===== src/rtl/display_pkg.sv =====
`default_nettype none
// ============================================================================
//  display_pkg
//  Shared types and constants for the multiplexed 7-segment scan driver.
//  Revision: 1.0
// ============================================================================
package display_pkg;

    typedef enum logic [0:0] {
        ST_BLANK = 1'b0,
        ST_SHOW  = 1'b1
    } scan_state_t;

    localparam int SEG_A = 0;
    localparam int SEG_B = 1;
    localparam int SEG_C = 2;
    localparam int SEG_D = 3;
    localparam int SEG_E = 4;
    localparam int SEG_F = 5;
    localparam int SEG_G = 6;

    localparam logic [6:0] DISP_OFF_ACTIVE_LOW  = 7'h7F;
    localparam logic [6:0] DISP_OFF_ACTIVE_HIGH = 7'h00;
    localparam logic       SEG_OFF_ACTIVE_LOW   = 1'b1;
    localparam logic       SEG_OFF_ACTIVE_HIGH  = 1'b0;

    function automatic logic [6:0] apply_polarity(input logic [6:0] pat,
                                                  input logic       active_low);
        return active_low ? ~pat : pat;
    endfunction

endpackage
`default_nettype wire


===== src/rtl/scan_tick_gen.sv =====
`default_nettype none
// ============================================================================
//  scan_tick_gen
//  Per-digit slot counter with end-of-blank and end-of-slot strobes.
//  Revision: 1.0
// ============================================================================
module scan_tick_gen #(
    parameter int SCAN_DIV     = 50000,
    parameter int BLANK_CYCLES = 64
) (
    input  logic clk,
    input  logic rst,
    input  logic en,
    output logic blank_end,
    output logic slot_end
);

    localparam int                C_CNT_W      = $clog2(SCAN_DIV);
    localparam logic [C_CNT_W-1:0] C_BLANK_LAST = C_CNT_W'(BLANK_CYCLES - 1);
    localparam logic [C_CNT_W-1:0] C_SLOT_LAST  = C_CNT_W'(SCAN_DIV - 1);
    localparam logic [C_CNT_W-1:0] C_ONE        = C_CNT_W'(1);

    logic [C_CNT_W-1:0] r_count;
    logic               w_at_slot_last;

    assign w_at_slot_last = (r_count == C_SLOT_LAST);
    // Strobes are qualified by en so a frozen scan never advances the FSM.
    assign blank_end      = en && (r_count == C_BLANK_LAST);
    assign slot_end       = en && w_at_slot_last;

    always_ff @(posedge clk or posedge rst) begin
        if (rst) begin
            r_count <= '0;
        end else if (en) begin
            r_count <= w_at_slot_last ? '0 : (r_count + C_ONE);
        end
    end

endmodule
`default_nettype wire


===== src/rtl/display_scan_driver.sv =====
`default_nettype none
// ============================================================================
//  display_scan_driver
//  Time-multiplexed 7-segment scan with per-slot blanking and digit blink.
//  Revision: 1.0
// ============================================================================
module display_scan_driver
    import display_pkg::*;
#(
    parameter int DIGITS       = 4,
    parameter int SCAN_DIV     = 50000,
    parameter int BLANK_CYCLES = 64,
    parameter int BLINK_FRAMES = 64,
    parameter int ACTIVE_LOW   = 1
) (
    input  logic                  Clk,
    input  logic                  Clr,
    input  logic                  En,
    input  logic [7*DIGITS-1:0]   digits_in,
    input  logic                  blink_en,
    input  logic [DIGITS-1:0]     blink_mask,
    output logic [6:0]            display,
    output logic [DIGITS-1:0]     segment,
    output logic                  frame_done,
    output logic                  blink_phase
);

    localparam int                 C_IDX_W    = $clog2(DIGITS);
    localparam int                 C_FRM_W    = (BLINK_FRAMES > 1) ? $clog2(BLINK_FRAMES) : 1;
    localparam logic [C_IDX_W-1:0] C_IDX_LAST = C_IDX_W'(DIGITS - 1);
    localparam logic [C_IDX_W-1:0] C_IDX_ONE  = C_IDX_W'(1);
    localparam logic [C_FRM_W-1:0] C_FRM_LAST = C_FRM_W'(BLINK_FRAMES - 1);
    localparam logic [C_FRM_W-1:0] C_FRM_ONE  = C_FRM_W'(1);
    localparam logic               C_ACT_LOW  = (ACTIVE_LOW != 0);
    localparam logic [6:0]         C_DISP_OFF = C_ACT_LOW ? DISP_OFF_ACTIVE_LOW
                                                          : DISP_OFF_ACTIVE_HIGH;
    localparam logic [DIGITS-1:0]  C_SEG_OFF  = C_ACT_LOW ? {DIGITS{SEG_OFF_ACTIVE_LOW}}
                                                          : {DIGITS{SEG_OFF_ACTIVE_HIGH}};

    scan_state_t          r_state, w_state_nxt;
    logic [C_IDX_W-1:0]   r_idx, w_idx_nxt;
    logic [C_FRM_W-1:0]   r_frame, w_frame_nxt;
    logic                 r_blink_phase, w_phase_nxt;
    logic [6:0]           r_pattern, w_pattern_nxt;
    logic [6:0]           r_display, w_display_nxt;
    logic [DIGITS-1:0]    r_segment, w_segment_nxt;
    logic                 r_frame_done, w_frame_done_nxt;

    logic                 w_blank_end;
    logic                 w_slot_end;
    logic [6:0]           w_sel_pattern;
    logic [DIGITS-1:0]    w_onehot;
    logic                 w_mask_bit;
    logic                 w_blink_dark;

    scan_tick_gen #(
        .SCAN_DIV     (SCAN_DIV),
        .BLANK_CYCLES (BLANK_CYCLES)
    ) u_tick (
        .clk       (Clk),
        .rst       (Clr),
        .en        (En),
        .blank_end (w_blank_end),
        .slot_end  (w_slot_end)
    );

    // Compare-based selection keeps non-power-of-two DIGITS safe from out-of-range indexing.
    always_comb begin
        w_sel_pattern = '0;
        w_onehot      = '0;
        w_mask_bit    = 1'b0;
        for (int i = 0; i < DIGITS; i++) begin
            if (r_idx == C_IDX_W'(i)) begin
                w_sel_pattern = digits_in[7*i +: 7];
                w_onehot[i]   = 1'b1;
                w_mask_bit    = blink_mask[i];
            end
        end
    end

    assign w_blink_dark = blink_en & w_mask_bit & r_blink_phase;

    always_comb begin
        w_state_nxt      = r_state;
        w_idx_nxt        = r_idx;
        w_frame_nxt      = r_frame;
        w_phase_nxt      = r_blink_phase;
        w_pattern_nxt    = r_pattern;
        w_display_nxt    = C_DISP_OFF;
        w_segment_nxt    = C_SEG_OFF;
        w_frame_done_nxt = 1'b0;

        if (En) begin
            case (r_state)
                ST_BLANK: begin
                    if (w_blank_end) begin
                        w_state_nxt   = ST_SHOW;
                        w_pattern_nxt = w_sel_pattern;
                    end
                end
                ST_SHOW: begin
                    if (w_slot_end) begin
                        w_state_nxt = ST_BLANK;
                        if (r_idx == C_IDX_LAST) begin
                            w_idx_nxt        = '0;
                            w_frame_done_nxt = 1'b1;
                            if (r_frame == C_FRM_LAST) begin
                                w_frame_nxt = '0;
                                w_phase_nxt = ~r_blink_phase;
                            end else begin
                                w_frame_nxt = r_frame + C_FRM_ONE;
                            end
                        end else begin
                            w_idx_nxt = r_idx + C_IDX_ONE;
                        end
                    end
                end
                default: w_state_nxt = ST_BLANK;
            endcase

            // Outputs are registered from the next state so the on-window starts
            // exactly BLANK_CYCLES clocks into the slot.
            if (w_state_nxt == ST_SHOW) begin
                w_display_nxt = apply_polarity(w_pattern_nxt, C_ACT_LOW);
                if (!w_blink_dark) begin
                    w_segment_nxt = w_onehot ^ C_SEG_OFF;
                end
            end
        end
    end

    always_ff @(posedge Clk or posedge Clr) begin
        if (Clr) begin
            r_state       <= ST_BLANK;
            r_idx         <= '0;
            r_frame       <= '0;
            r_blink_phase <= 1'b0;
            r_pattern     <= '0;
            r_display     <= C_DISP_OFF;
            r_segment     <= C_SEG_OFF;
            r_frame_done  <= 1'b0;
        end else begin
            r_state       <= w_state_nxt;
            r_idx         <= w_idx_nxt;
            r_frame       <= w_frame_nxt;
            r_blink_phase <= w_phase_nxt;
            r_pattern     <= w_pattern_nxt;
            r_display     <= w_display_nxt;
            r_segment     <= w_segment_nxt;
            r_frame_done  <= w_frame_done_nxt;
        end
    end

    assign display     = r_display;
    assign segment     = r_segment;
    assign frame_done  = r_frame_done;
    assign blink_phase = r_blink_phase;

endmodule
`default_nettype wire


===== config.mk =====
export PLATFORM = sky130hd
export DESIGN_NAME = display_scan_driver
export DESIGN_NICKNAME = d
export VERILOG_FILES = /design/src/rtl/display_pkg.sv /design/src/rtl/scan_tick_gen.sv /design/src/rtl/display_scan_driver.sv
export SDC_FILE = /design/constraint.sdc
export NUM_CORES = 1
export LEC_CHECK = 0
export ABC_AREA = 1
export ABC_CLOCK_PERIOD_IN_PS = 3100
export CORE_MARGIN = 2
export CORE_UTILIZATION = 32
export CTS_CLUSTER_SIZE = 20
export DETAILED_ROUTE_END_ITERATION = 8
export PLACE_DENSITY = 0.62
export SYNTH_ARGS = -nofsm -noshare
export SYNTH_HDL_FRONTEND = slang
export SYNTH_SLANG_ARGS = --single-unit

===== constraint.sdc =====
create_clock -name Clk -period 3.1 [get_ports Clk]
set_input_delay 0.775 -clock Clk [delete_from_list [all_inputs] [get_ports Clk]]
set_output_delay 0.775 -clock Clk [all_outputs]
set_load 0.005 [all_outputs]

==> Word level (Yosys, flattened, before mapping) <==
Index checks and enable logic that the tools add are counted.
{ "totals": {"elab_cells": 60, "n_memories": 0, "mem_bits_ro": 0, "latchBits": 0, "ff_bits": 45, "input_bits": 36, "ramBits": 0, "out_inout_bits": 13} }
{ "classes": {"eq_ne": 6, "reduce_logical": 6, "muxes": 30, "n_shift": 0, "bitwise_logic": 6, "addsub": 3, "mul": 0, "magnitude_cmp": 0, "div_mod_pow": 0} }
{ "op_table": {"columns": ["op", "count"], "rows": [
  ["$mux 7", 9],
  ["$add 16x1->16 const B", 1],
  ["$eq 16x16->1 const B", 1],
  ["$eq 16x6->1 const B", 1],
  ["$mux 16", 1],
  ["$mux 1", 14],
  ["$mux 4", 3],
  ["$not 7->7", 1],
  ["$add 6x1->6 const B", 1],
  ["$eq 6x6->1 const B", 1],
  ["$mux 6", 1],
  ["$reduce_and 5->1", 1],
  ["$eq 2x2->1 const B", 2],
  ["$not 4->4", 1],
  ["$reduce_and 4->1", 1],
  ["$reduce_and 3->1", 1],
  ["$add 2x1->2 const B", 1],
  ["$and 1x1->1", 2],
  ["$eq 2x1->1 const B", 1],
  ["$logic_and 1x1->1", 2],
  ["$logic_not 2->1", 1],
  ["$mux 2", 1],
  ["$not 1->1", 2],
  ["$pmux 1 s2", 1]
]} }

==> Logic depth before layout (Yosys ltp) <==
Gate-level depths: netlist of run 1.
{ "depth": {"word_depth": 11, "depth_mapped": 11, "depth_no_buf": 11} }

==> Modules after synthesis <==
Synthesis of run 1 repeated with hierarchy kept, for this count alone.
{ "hier_totals": {"cells_unflattened": 369, "hier_area_um2": 2685.1} }
{ "by_module_without_submodules": {"columns": ["mod", "area_each_um2", "instances", "seq_area_each_um2", "cells_each"], "rows": [
  ["display_scan_driver", 1630.3, 1, 739.5, 210],
  ["scan_tick_gen", 1054.8, 1, 400.4, 159]
]} }

==> Worst setup path after synthesis of run 1 <==
OpenSTA, ideal clock, no wires.
{ "synth_path": {"path_kind": "input-to-reg", "from": "input En", "to": "register u_tick.r_count[13]", "path_stages": 6, "arrival_ps": 1517, "path_slack_ps": 1462, "n_path_buf": 1, "path_cell_list": "buf_2 > inv_2 > nor2_1 > nand2_1 > o21ai_0 > nor2_1"} }
{ "synth_rtl": {"columns": ["element", "line", "rtl"], "rows": [
  ["start: declaration", "display_scan_driver.sv:18", "input logic En,"],
  ["end signal: assignment", "scan_tick_gen.sv:35", "r_count <= w_at_slot_last ? '0 : (r_count + C_ONE);"],
  ["end: declaration", "scan_tick_gen.sv:23", "logic [C_CNT_W-1:0] r_count;"]
]} }

==> Final worst setup path of run 1 <==
{ "layout_path": {"from": "input En", "to": "register r_pattern[0]"} }
{ "layout_between": {"elab_chain_len": 4} }
{ "layout_lines": {"columns": ["element", "line", "rtl"], "rows": [
  ["$logic_and 1x1->1", "scan_tick_gen.sv:28", "assign blank_end = en && (r_count == C_BLANK_LAST);"],
  ["$mux 7", "display_scan_driver.sv:96", "if (w_blank_end) begin"],
  ["$mux 7", "display_scan_driver.sv:94", "case (r_state)"],
  ["$mux 7", "display_scan_driver.sv:93", "if (En) begin"],
  ["end signal: assignment", "display_scan_driver.sv:147", "r_pattern <= w_pattern_nxt;"],
  ["end: declaration", "display_scan_driver.sv:44", "logic [6:0] r_pattern, w_pattern_nxt;"]
]} }
Parallel ways exist; a longest one is shown, timed or not. The select of a mux whose other input is x is not followed.
A chain may end at the register's enable or synchronous reset.

==> results of run 1 <==
## power groups by stage
stage / Clock, mW / Sequential, mW / Combinational [mW]
4_1_cts: 0.378 / 0.721 / 0.305
3_3_place_gp: 0 / 0.732 / 0.296
6_report: 0.366 / 0.721 / 0.302
5_1_grt: 0.409 / 0.732 / 0.344
3_5_place_dp: 0 / 0.732 / 0.305
2_1_floorplan: 0 / 0.711 / 0.220
## flip-flops by register name (all words and copies together), names as in the netlist
| signal | count |
|---|---|
| r_state | 1 |
| frame_done | 1 |
| r_frame | 6 |
| blink_phase | 1 |
| display | 7 |
| r_pattern | 7 |
| u_tick.r_count | 16 |
| r_idx | 2 |
| segment | 4 |
## cell usage in the layout (no fill, tap or decap)
master / instances
dfstp_2: 11
a21oi_2: 6
xnor2_1: 1
nand4_1: 8
xor2_1: 8
clkinvlp_4: 3
nand3_1: 35
buf_4: 5
nor2_2: 6
inv_2: 7
nor2_4: 7
nand3_2: 3
or2_2: 7
ha_1: 6
nor2_1: 32
clkbuf_8: 5
nand2_2: 8
o21ai_1: 3
clkdlybuf4s50_1: 48
inv_1: 38
o21ai_0: 5
o21bai_1: 1
dfrtp_1: 34
nand3b_1: 3
nand2_4: 2
nor3_1: 2
a31oi_1: 2
o211a_1: 1
a21o_1: 2
nand2_1: 106
nor4_1: 1
nor3b_2: 1
a21oi_1: 9
## path summary, 6_finish.rpt
| check | startpoint | end | slack [ns] | depth (start not counted) |
|---|---|---|---|---|
| worst min register to register | r_pattern[4]$_DFFE_PP0P_ | r_pattern[4]$_DFFE_PP0P_ | 0.49 | 2 |
| worst max register to register | r_idx[0]$_DFFE_PP0P_ | blink_phase$_DFFE_PP0P_ | 1.07 | 6 |
| worst max-delay path | En | r_pattern[0]$_DFFE_PP0P_ | 0.88 | 11 |
| worst min-delay path | r_pattern[4]$_DFFE_PP0P_ | r_pattern[4]$_DFFE_PP0P_ | 0.49 | 2 |
| max in group asynchronous | Clr | segment[3]$_DFF_PP1_ | 1.75 | 3 |
| min in group asynchronous | Clr | r_frame[4]$_DFFE_PP0P_ | 0.73 | 2 |
## final cells by class
| class | instances | area share [%] |
|---|---|---|
| Tap cell | 105 | 3.82 |
| Inverter | 45 | 4.91 |
| Clock inverter | 3 | 0.654 |
| Timing Repair Buffer | 53 | 15.0 |
| Sequential cell | 45 | 33.1 |
| Multi-Input combinational cell | 265 | 40.5 |
| Clock buffer | 5 | 2.00 |
## critical path, stage by stage
cell             delay, ns
clkdlybuf4s50_1       0.48
buf_4                 0.15
nand2_1               0.07
inv_2                 0.07
nand2_2               0.06
nor2_4                0.10
nand3_2               0.19
inv_1                 0.25
nand3_1               0.14
nand2_1               0.09
nand2_1               0.05
## cells by family after synthesis
logic type      after synthesis
simple gates                221
buf+inv                      54
flops                        45
compound gates               29
xor+xnor                      9
fa+ha+maj                     6
## per-stage QoR
stage	setup WS, ns	util (%)
after global routing	0.743	41.5
final	0.885	41.5
after detailed placement	0.541	40.4
after CTS	0.859	41.5
after floorplan	1.28	-
after global placement	0.629	40.4
## metal layers
| metal | track usage [%] | routed length, um | up-vias | share of wire [%] |
|---|---|---|---|---|
| li1 | - | - | 1248 | - |
| met1 | 20.5 | 3200 | 1110 | 48 |
| met2 | 24.5 | 3070 | 64 | 46 |
| met3 | 2.96 | 286 | 8 | 4.3 |
| met4 | 4.01 | 81 | 0 | 1.2 |
| met5 | 0 | 0 | - | 0 |
==> impl_metrics.env, run 1 <==
export IMPL_syn_to_final_growth_pct=24.8
export IMPL_finalCriticalPeriod_ns=2.22
export IMPL_synth_xor_xnor_area_share_pct=2.86
export IMPL_num_antenna_cells=0
export IMPL_synth_top_area_share_pct=30.8
export IMPL_p_switching_mw=0.437
export IMPL_tightest_slew_ns=0.511
export IMPL_cts_resized=0
export IMPL_postSynthCellCount=364
export IMPL_synthSimpleGateAreaFrac_pct=38.3
export IMPL_ys_async_sr_fraction_pct=100
export IMPL_die_area_um2=9380
export IMPL_num_vias=2430
export IMPL_power_share_switching_pct=31.4
export IMPL_final_seq_area_um2=1140
export IMPL_power_internal_mw=0.952
export IMPL_syn_avg_cell_area_um2=7.58
export IMPL_yosysWarnings=0
export IMPL_seqPwrFrac_pct=51.9
export IMPL_place_area_um2=3350
export IMPL_ys_ff_latch=45
export IMPL_dp_hpwl_um=5030
export IMPL_netlist_top_cells_count="106 x nand2_1, 39 x inv_1, 35 x nand3_1, 34 x dfrtp_1, 32 x nor2_1"
export IMPL_power_leakage_nw=1.63
export IMPL_antenna_found_initial=0
export IMPL_grt_total_usage_pct=15.0
export IMPL_cts_sinks=45
export IMPL_synth_top_family_by_area="simple AND/OR/NAND/NOR gates"
export IMPL_stdcell_count=521
export IMPL_synthAdderAreaFrac_pct=2.72
export IMPL_port_buffers=48
export IMPL_cts_hold_buf=0
export IMPL_worst_slew_margin_rel_pct=65.8
export IMPL_p_comb_share_pct=21.8
export IMPL_worstSetupPathType="primary input to register"
export IMPL_postCtsSetupRepairBufs=0
export IMPL_synth_distinct_cells=33
export IMPL_core_area_um2=8300
export IMPL_synthFlopType="dfrtp_1"
export IMPL_synth_compound_area_share_pct=6.62
export IMPL_cts_root_buffer="clkbuf_8"
export IMPL_yosys_cell_count_top_type="nand2_1"
export IMPL_place_congestion=0.888
export IMPL_skew_ns=0.00822
export IMPL_die_h_um=96.9
export IMPL_synth_area_top_cells="dfrtp_1 31%, nand2_1 14%, dfstp_2 10%, nand3_1 6.3%, inv_1 5.3%"
export IMPL_design_area_um2=3440
export IMPL_min_path_type="register to register"
export IMPL_rsz0062_at_grt="false"
export IMPL_place_inst=513
export IMPL_hold_viol_final=0
export IMPL_cts_tree="yes"
export IMPL_yosys_area_top_type="dfrtp_1"
export IMPL_timing_setup_tns_ns=0
export IMPL_grt_max_degree=21
export IMPL_path_max_fanout=7
export IMPL_synthMuxAreaShare_pct=0
export IMPL_clk_pin_slew_ns=0.09
export IMPL_fillCellCount=867
export IMPL_cp_start_kind="primary input"
export IMPL_ios=49
export IMPL_peakVddDrop_uv=162
export IMPL_cts_made_buffers=5
export IMPL_power_mw=1.39
export IMPL_num_nets_final=457
export IMPL_drive_gt1_share_pct=17.1
export IMPL_cts_path_max_buffers=2
export IMPL_min_period_over_period_pct=71.5
export IMPL_worstPathRequired_ns=3.31
export IMPL_grt_first_pass_wirelength_um=11600
export IMPL_arrival_ns=2.42
export IMPL_h_tree_depth=2
export IMPL_setup_viol=0
export IMPL_first_global_vias=2395
export IMPL_drt_initial_drc_count=121
export IMPL_die_w_um=96.9
export IMPL_status="complete, no violations"
export IMPL_whs_ns=0.493
export IMPL_num_rows=33
export IMPL_multi_input_area_um2=1390
export IMPL_ant_nets=0
export IMPL_ys_seq_area_share_pct=41.3
export IMPL_first_pass_iters=4
export IMPL_synth_nets=406
export IMPL_clock_latency_ns=0.30
export IMPL_maxSlewViolCount=0
export IMPL_drt_wl_total_um=6630
export IMPL_drc=0
export IMPL_p_per_area_nw_per_um2=403
export IMPL_maxCapViolations=0
export IMPL_wl_per_cell_um=12.7
export IMPL_synth_area_um2=2760
export IMPL_gr_total_overflow=0
export IMPL_start_util_pct=33.2
export IMPL_cp_end_kind="register"
export IMPL_vias_per_cell=4.66
export IMPL_fmax_ghz=0.451
export IMPL_synth_edf_count=0
export IMPL_p_clk_share_pct=26.3
(Power assumes the default switching activity.)
==> inputs of run 2 (changes only) <==
- ABC_CLOCK_PERIOD_IN_PS: 3100 -> 1800
- PLACE_DENSITY: 0.62 -> 0.64
- clock period: 3.1 -> 1.8 ns (I/O delays scaled with it)
==> run 2 against run 1 <==
  * Die area did not move
  * Clock skew barely moved
  * Clock-buffer cell count did not move
  * Hold slack got worse by 0.0023 ns
  * Clock power rose by 71%
==> impl_metrics.env, run 2 (synthesis gave the netlist of run 1 again) <==
export IMPL_num_rows=33
export IMPL_syn_to_final_growth_pct=28.5
export IMPL_largest_reg_flops=16
export IMPL_drt_initial_drc_count=67
export IMPL_gr_total_overflow=0
export IMPL_status="complete, no violations"
export IMPL_rsz0062_at_grt="false"
export IMPL_worstPathRequired_ns=1.35
export IMPL_power_leakage_nw=1.70
export IMPL_pre_cts_slack_ns=-0.139
export IMPL_p_per_area_nw_per_um2=683
export IMPL_place_area_um2=3420
export IMPL_cp_end_kind="output port"
export IMPL_grt_max_degree=46
export IMPL_die_w_um=96.9
export IMPL_arrival_ns=1.32
export IMPL_finalCriticalPeriod_ns=1.77
export IMPL_first_pass_iters=4
export IMPL_cts_made_buffers=5
export IMPL_reg2regPathDepth=12
export IMPL_num_antenna_cells=0
export IMPL_power_share_switching_pct=31.1
export IMPL_final_seq_area_um2=1140
export IMPL_path_max_fanout=1
export IMPL_worst_slew_margin_rel_pct=71.2
export IMPL_clock_latency_ns=0.30
export IMPL_drt_wl_total_um=6510
export IMPL_max_stage_delay_ns=0.53
export IMPL_grt_total_usage_pct=14.7
export IMPL_seqPwrFrac_pct=51.2
export IMPL_maxSlewViolCount=0
export IMPL_die_area_um2=9380
export IMPL_timing_setup_tns_ns=0
export IMPL_drc=0
export IMPL_largest_register="u_tick.r_count"
export IMPL_cts_path_max_buffers=2
export IMPL_hold_viol_final=0
export IMPL_setup_slack_ns=0.0297
export IMPL_core_area_um2=8300
export IMPL_ios=49
export IMPL_first_global_vias=2461
export IMPL_place_congestion=0.850
export IMPL_min_path_type="primary input to async pin"
export IMPL_worst_path_stages=1
export IMPL_ant_nets=0
export IMPL_cp_start_kind="register"
export IMPL_setup_viol=0
export IMPL_drive_gt1_share_pct=19.5
export IMPL_layout_commonest_cell="nand2_1"
export IMPL_wl_per_cell_um=12.3
export IMPL_tightest_slew_ns=0.431
export IMPL_fin_util_pct=42.7
export IMPL_cts_tree="yes"
export IMPL_fmax_ghz=0.565
export IMPL_clk_pin_slew_ns=0.09
export IMPL_antenna_found_initial=0
export IMPL_h_tree_depth=2
export IMPL_fillCellCount=825
export IMPL_cts_root_buffer="clkbuf_8"
export IMPL_p_switching_mw=0.752
export IMPL_power_internal_mw=1.67
export IMPL_p_comb_share_pct=22.8
export IMPL_cp_top_family="flip-flops"
export IMPL_num_nets_final=466
export IMPL_vias_per_cell=4.64
export IMPL_min_period_over_period_pct=98.3
export IMPL_layout_cells_most_common_list="106 x nand2_1, 45 x clkdlybuf4s50_1, 38 x inv_1"
export IMPL_port_buffers=48
export IMPL_start_util_pct=33.2
export IMPL_die_h_um=96.9
export IMPL_num_vias=2457
export IMPL_worstSetupPathType="register to output port"
export IMPL_critPathSlowestCell="dfstp_2"
export IMPL_design_area_um2=3540
export IMPL_grt_first_pass_wirelength_um=11400
export IMPL_peakVddDrop_uv=270
export IMPL_cts_sinks=45
export IMPL_crit_buf_inv=1
export IMPL_p_clk_share_pct=25.9
export IMPL_power_mw=2.42
export IMPL_skew_ns=0.00845
export IMPL_path_cells="clkdlybuf4s50_1"
export IMPL_multi_input_area_um2=1400
export IMPL_dp_hpwl_um=4930
export IMPL_maxCapViolations=0
## run 2: cell count changes in the layout (fill, tap and decap cells not counted)
cell             before  now
nor2_1               32   30
ha_2                  0    1
nor2_2                6    8
clkdlybuf4s50_1      48   45
inv_4                 0    2
ha_1                  6    5
dlygate4sd2_1         0    1
clkinvlp_4            3    1
buf_12                0    2
buf_4                 5   12
dlymetal6s2s_1        0    2
## run 2: path summary, 6_finish.rpt
check | start | slack [ns] | endpoint
worst max-delay path | segment[1]$_DFF_PP1_ | 0.03 | segment[1]
worst min-delay path | Clr | 0.49 | u_tick.r_count[10]$_DFFE_PP0P_
worst max register to register | r_idx[0]$_DFFE_PP0P_ | 0.18 | display[6]$_DFF_PP1_
worst min register to register | r_pattern[2]$_DFFE_PP0P_ | 0.49 | r_pattern[2]$_DFFE_PP0P_
max in group asynchronous | Clr | 1.04 | display[3]$_DFF_PP1_
min in group Clk | r_pattern[2]$_DFFE_PP0P_ | 0.49 | r_pattern[2]$_DFFE_PP0P_
## run 2: layer usage
| metal | routed length, um | GRT usage (%) | vias up |
|---|---|---|---|
| met1 | 3130 | 18.7 | 1127 |
| li1 | - | - | 1263 |
| met4 | 105 | 5.42 | 0 |
| met2 | 3010 | 24.8 | 56 |
| met3 | 263 | 2.75 | 11 |
| met5 | 0 | 0 | - |
## run 2: through the flow
step / hold slack [ns] / cells
floorplan: 0.449 / 364
global placement: 0.464 / 519
detailed placement: 0.467 / 519
CTS: 0.490 / 527
global route: 0.503 / 530
finish: 0.491 / 530
## run 2: power groups by stage
stage	registers [mW]	clock network [mW]	logic, mW
floorplan	1.22	0	0.379
global route	1.26	0.691	0.630
CTS	1.24	0.653	0.529
finish	1.24	0.627	0.553
global placement	1.26	0	0.520
detailed placement	1.26	0	0.529
## run 2: layout make-up
cell class	instances	area share, %
Sequential cell	45	32.2
Timing Repair Buffer	62	17.3
Inverter	45	4.77
Clock buffer	5	1.94
Multi-Input combinational cell	265	39.5
Clock inverter	3	0.565
Tap cell	105	3.71
## run 2: repair_timing
item / CTS / global route
hold buffers: 0 / 0
resized for setup: 1 / 5
pin swaps: 0 / 3
buffers inserted: 0 / 3
endpoints found under the setup margin: 1 / 10
==> inputs of run 3 (changes only) <==
- ABC_CLOCK_PERIOD_IN_PS: 1800 -> default
- CAP_MARGIN: default -> 20
- CORE_UTILIZATION: 32 -> 40
- PLACE_DENSITY: 0.64 -> 0.75
==> run 3 against run 2 <==
  * Flip-flop and latch count unchanged
  * Sequential share of layout area shrank 0.21 points
  * Setup slack hardly changed
  * Clock power rose by 48%
  * First-iteration DRC count up 45%
  * Clock-buffer cell count stayed put
  * Hold slack worse by 0.070 ns
  * Final cell count decreased by 4.9%
  * Global-route usage grew 2.8 points
  * Via count up 1.2%
  * Non-clock buffer count shrank 1
  * Register-to-register slack about the same
  * Highest routed layer unchanged
==> impl_metrics.env, run 3 (synthesis gave the netlist of run 1 again) <==
export IMPL_first_global_vias=2397
export IMPL_p_switching_mw=0.769
export IMPL_cts_hold_buf=0
export IMPL_largest_register="u_tick.r_count"
export IMPL_timing_setup_tns_ns=0
export IMPL_path_max_fanout=1
export IMPL_maxSlewViolCount=0
export IMPL_clock_latency_ns=0.30
export IMPL_gr_total_overflow=0
export IMPL_first_pass_iters=5
export IMPL_critPathSlowestCell="dfstp_2"
export IMPL_peakVddDrop_uv=391
export IMPL_finalCriticalPeriod_ns=1.77
export IMPL_max_stage_delay_ns=0.52
export IMPL_seqPwrFrac_pct=46.1
export IMPL_pre_cts_slack_ns=-0.0752
export IMPL_min_path_type="primary input to async pin"
export IMPL_place_congestion=0.841
export IMPL_die_h_um=87.1
export IMPL_cts_tree="yes"
export IMPL_skew_ns=0.00557
export IMPL_cts_made_buffers=5
export IMPL_largest_reg_flops=16
export IMPL_num_rows=30
export IMPL_crit_buf_inv=1
export IMPL_grt_max_degree=20
export IMPL_worstSetupPathType="register to output port"
export IMPL_cp_end_kind="output port"
export IMPL_power_internal_mw=1.93
export IMPL_die_area_um2=7580
export IMPL_setup_slack_ns=0.0296
export IMPL_design_area_um2=3570
export IMPL_layout_cells_most_common_list="106 x nand2_1, 43 x clkdlybuf4s50_1, 38 x inv_1"
export IMPL_p_comb_share_pct=19.6
export IMPL_worstPathRequired_ns=1.35
export IMPL_fmax_ghz=0.565
export IMPL_drive_gt1_share_pct=18.4
export IMPL_drt_wl_total_um=6230
export IMPL_path_cells="clkdlybuf4s50_1"
export IMPL_port_buffers=48
export IMPL_h_tree_depth=2
export IMPL_dp_hpwl_um=4910
export IMPL_num_nets_final=465
export IMPL_ios=49
export IMPL_grt_first_pass_wirelength_um=10600
export IMPL_rsz0062_at_grt="false"
export IMPL_wl_per_cell_um=12.4
export IMPL_drc=0
export IMPL_status="complete, no violations"
export IMPL_clk_pin_slew_ns=0.09
export IMPL_vias_per_cell=4.93
export IMPL_min_period_over_period_pct=98.4
export IMPL_num_antenna_cells=0
export IMPL_cp_start_kind="register"
export IMPL_worst_slew_margin_rel_pct=65.1
export IMPL_p_clk_share_pct=34.3
export IMPL_antenna_found_initial=0
export IMPL_p_per_area_nw_per_um2=758
export IMPL_cts_sinks=45
export IMPL_place_area_um2=3420
export IMPL_syn_to_final_growth_pct=29.3
export IMPL_layout_commonest_cell="nand2_1"
export IMPL_power_share_switching_pct=28.4
export IMPL_core_area_um2=6720
export IMPL_maxCapViolations=0
export IMPL_cp_top_family="flip-flops"
export IMPL_die_w_um=87.1
export IMPL_setup_viol=0
export IMPL_power_leakage_nw=1.72
export IMPL_tightest_slew_ns=0.521
export IMPL_cts_root_buffer="clkbuf_8"
export IMPL_arrival_ns=1.32
export IMPL_hold_viol_final=0
export IMPL_whs_ns=0.421
export IMPL_num_vias=2486
export IMPL_cts_path_max_buffers=2
export IMPL_drt_initial_drc_count=97
export IMPL_ant_nets=0
export IMPL_start_util_pct=41.1
export IMPL_grt_total_usage_pct=17.5
[run 3: cell count changes in the layout (fill, tap and decap cells not counted), sizes merged]
cell           before  now
bufinv              0    2
buf                14   13
clkinvlp            1    0
dlymetal6s2s        2    5
inv                47   45
dlygate4sd2         1    0
clkdlybuf4s50      45   43
clkinv              0    1
[run 3: routing by layer]
| metal | vias up | routed length (um) | GRT usage (%) |
|---|---|---|---|
| met3 | 10 | 137 | 2.37 |
| met5 | - | 0 | 0 |
| met4 | 0 | 94 | 5.26 |
| met1 | 1174 | 2980 | 24.4 |
| met2 | 43 | 3020 | 28.1 |
| li1 | 1259 | - | - |
[run 3: through the flow]
step / cells / power, mW / util [%]
after floorplan: 364 / 1.60 / -
after global placement: 496 / 1.78 / 50.9
after detailed placement: 496 / 1.80 / 50.9
after CTS: 504 / 2.72 / 52.9
after global routing: 504 / 2.85 / 53.1
final: 504 / 2.70 / 53.1
[run 3: layout make-up]
cell class	instances	area, um^2
fill	601	3150
multi-input combinational	265	1390
tap	80	100
clock inverter	3	68.8
timing repair buffer	61	628
inverter	45	169
sequential	45	1140
clock buffer	5	68.8
[run 3: timing repair]
item	in CTS	in global routing
endpoints found under the setup margin	0	5
resized for setup	0	5
buffers inserted	0	0
[run 3: worst paths after layout]
| kind | start | end | slack [ns] | cells past startpoint |
|---|---|---|---|---|
| worst max register to register | r_idx[0]$_DFFE_PP0P_ | r_pattern[2]$_DFFE_PP0P_ | 0.18 | 11 |
| min in group Clk | r_pattern[4]$_DFFE_PP0P_ | r_pattern[4]$_DFFE_PP0P_ | 0.50 | 2 |
| worst max-delay path | segment[0]$_DFF_PP1_ | segment[0] | 0.03 | 1 |
| worst min-delay path | Clr | u_tick.r_count[11]$_DFFE_PP0P_ | 0.42 | 2 |
| worst min register to register | r_pattern[4]$_DFFE_PP0P_ | r_pattern[4]$_DFFE_PP0P_ | 0.50 | 2 |
| max in group asynchronous | Clr | display[1]$_DFF_PP1_ | 0.86 | 3 |
[run 3: power by group through the flow]
stage	combinational (mW)	clock, mW	sequential, mW
2_1_floorplan	0.379	0	1.22
3_3_place_gp	0.518	0	1.26
3_5_place_dp	0.538	0	1.26
4_1_cts	0.534	0.934	1.25
5_1_grt	0.598	0.985	1.27
6_report	0.530	0.926	1.25
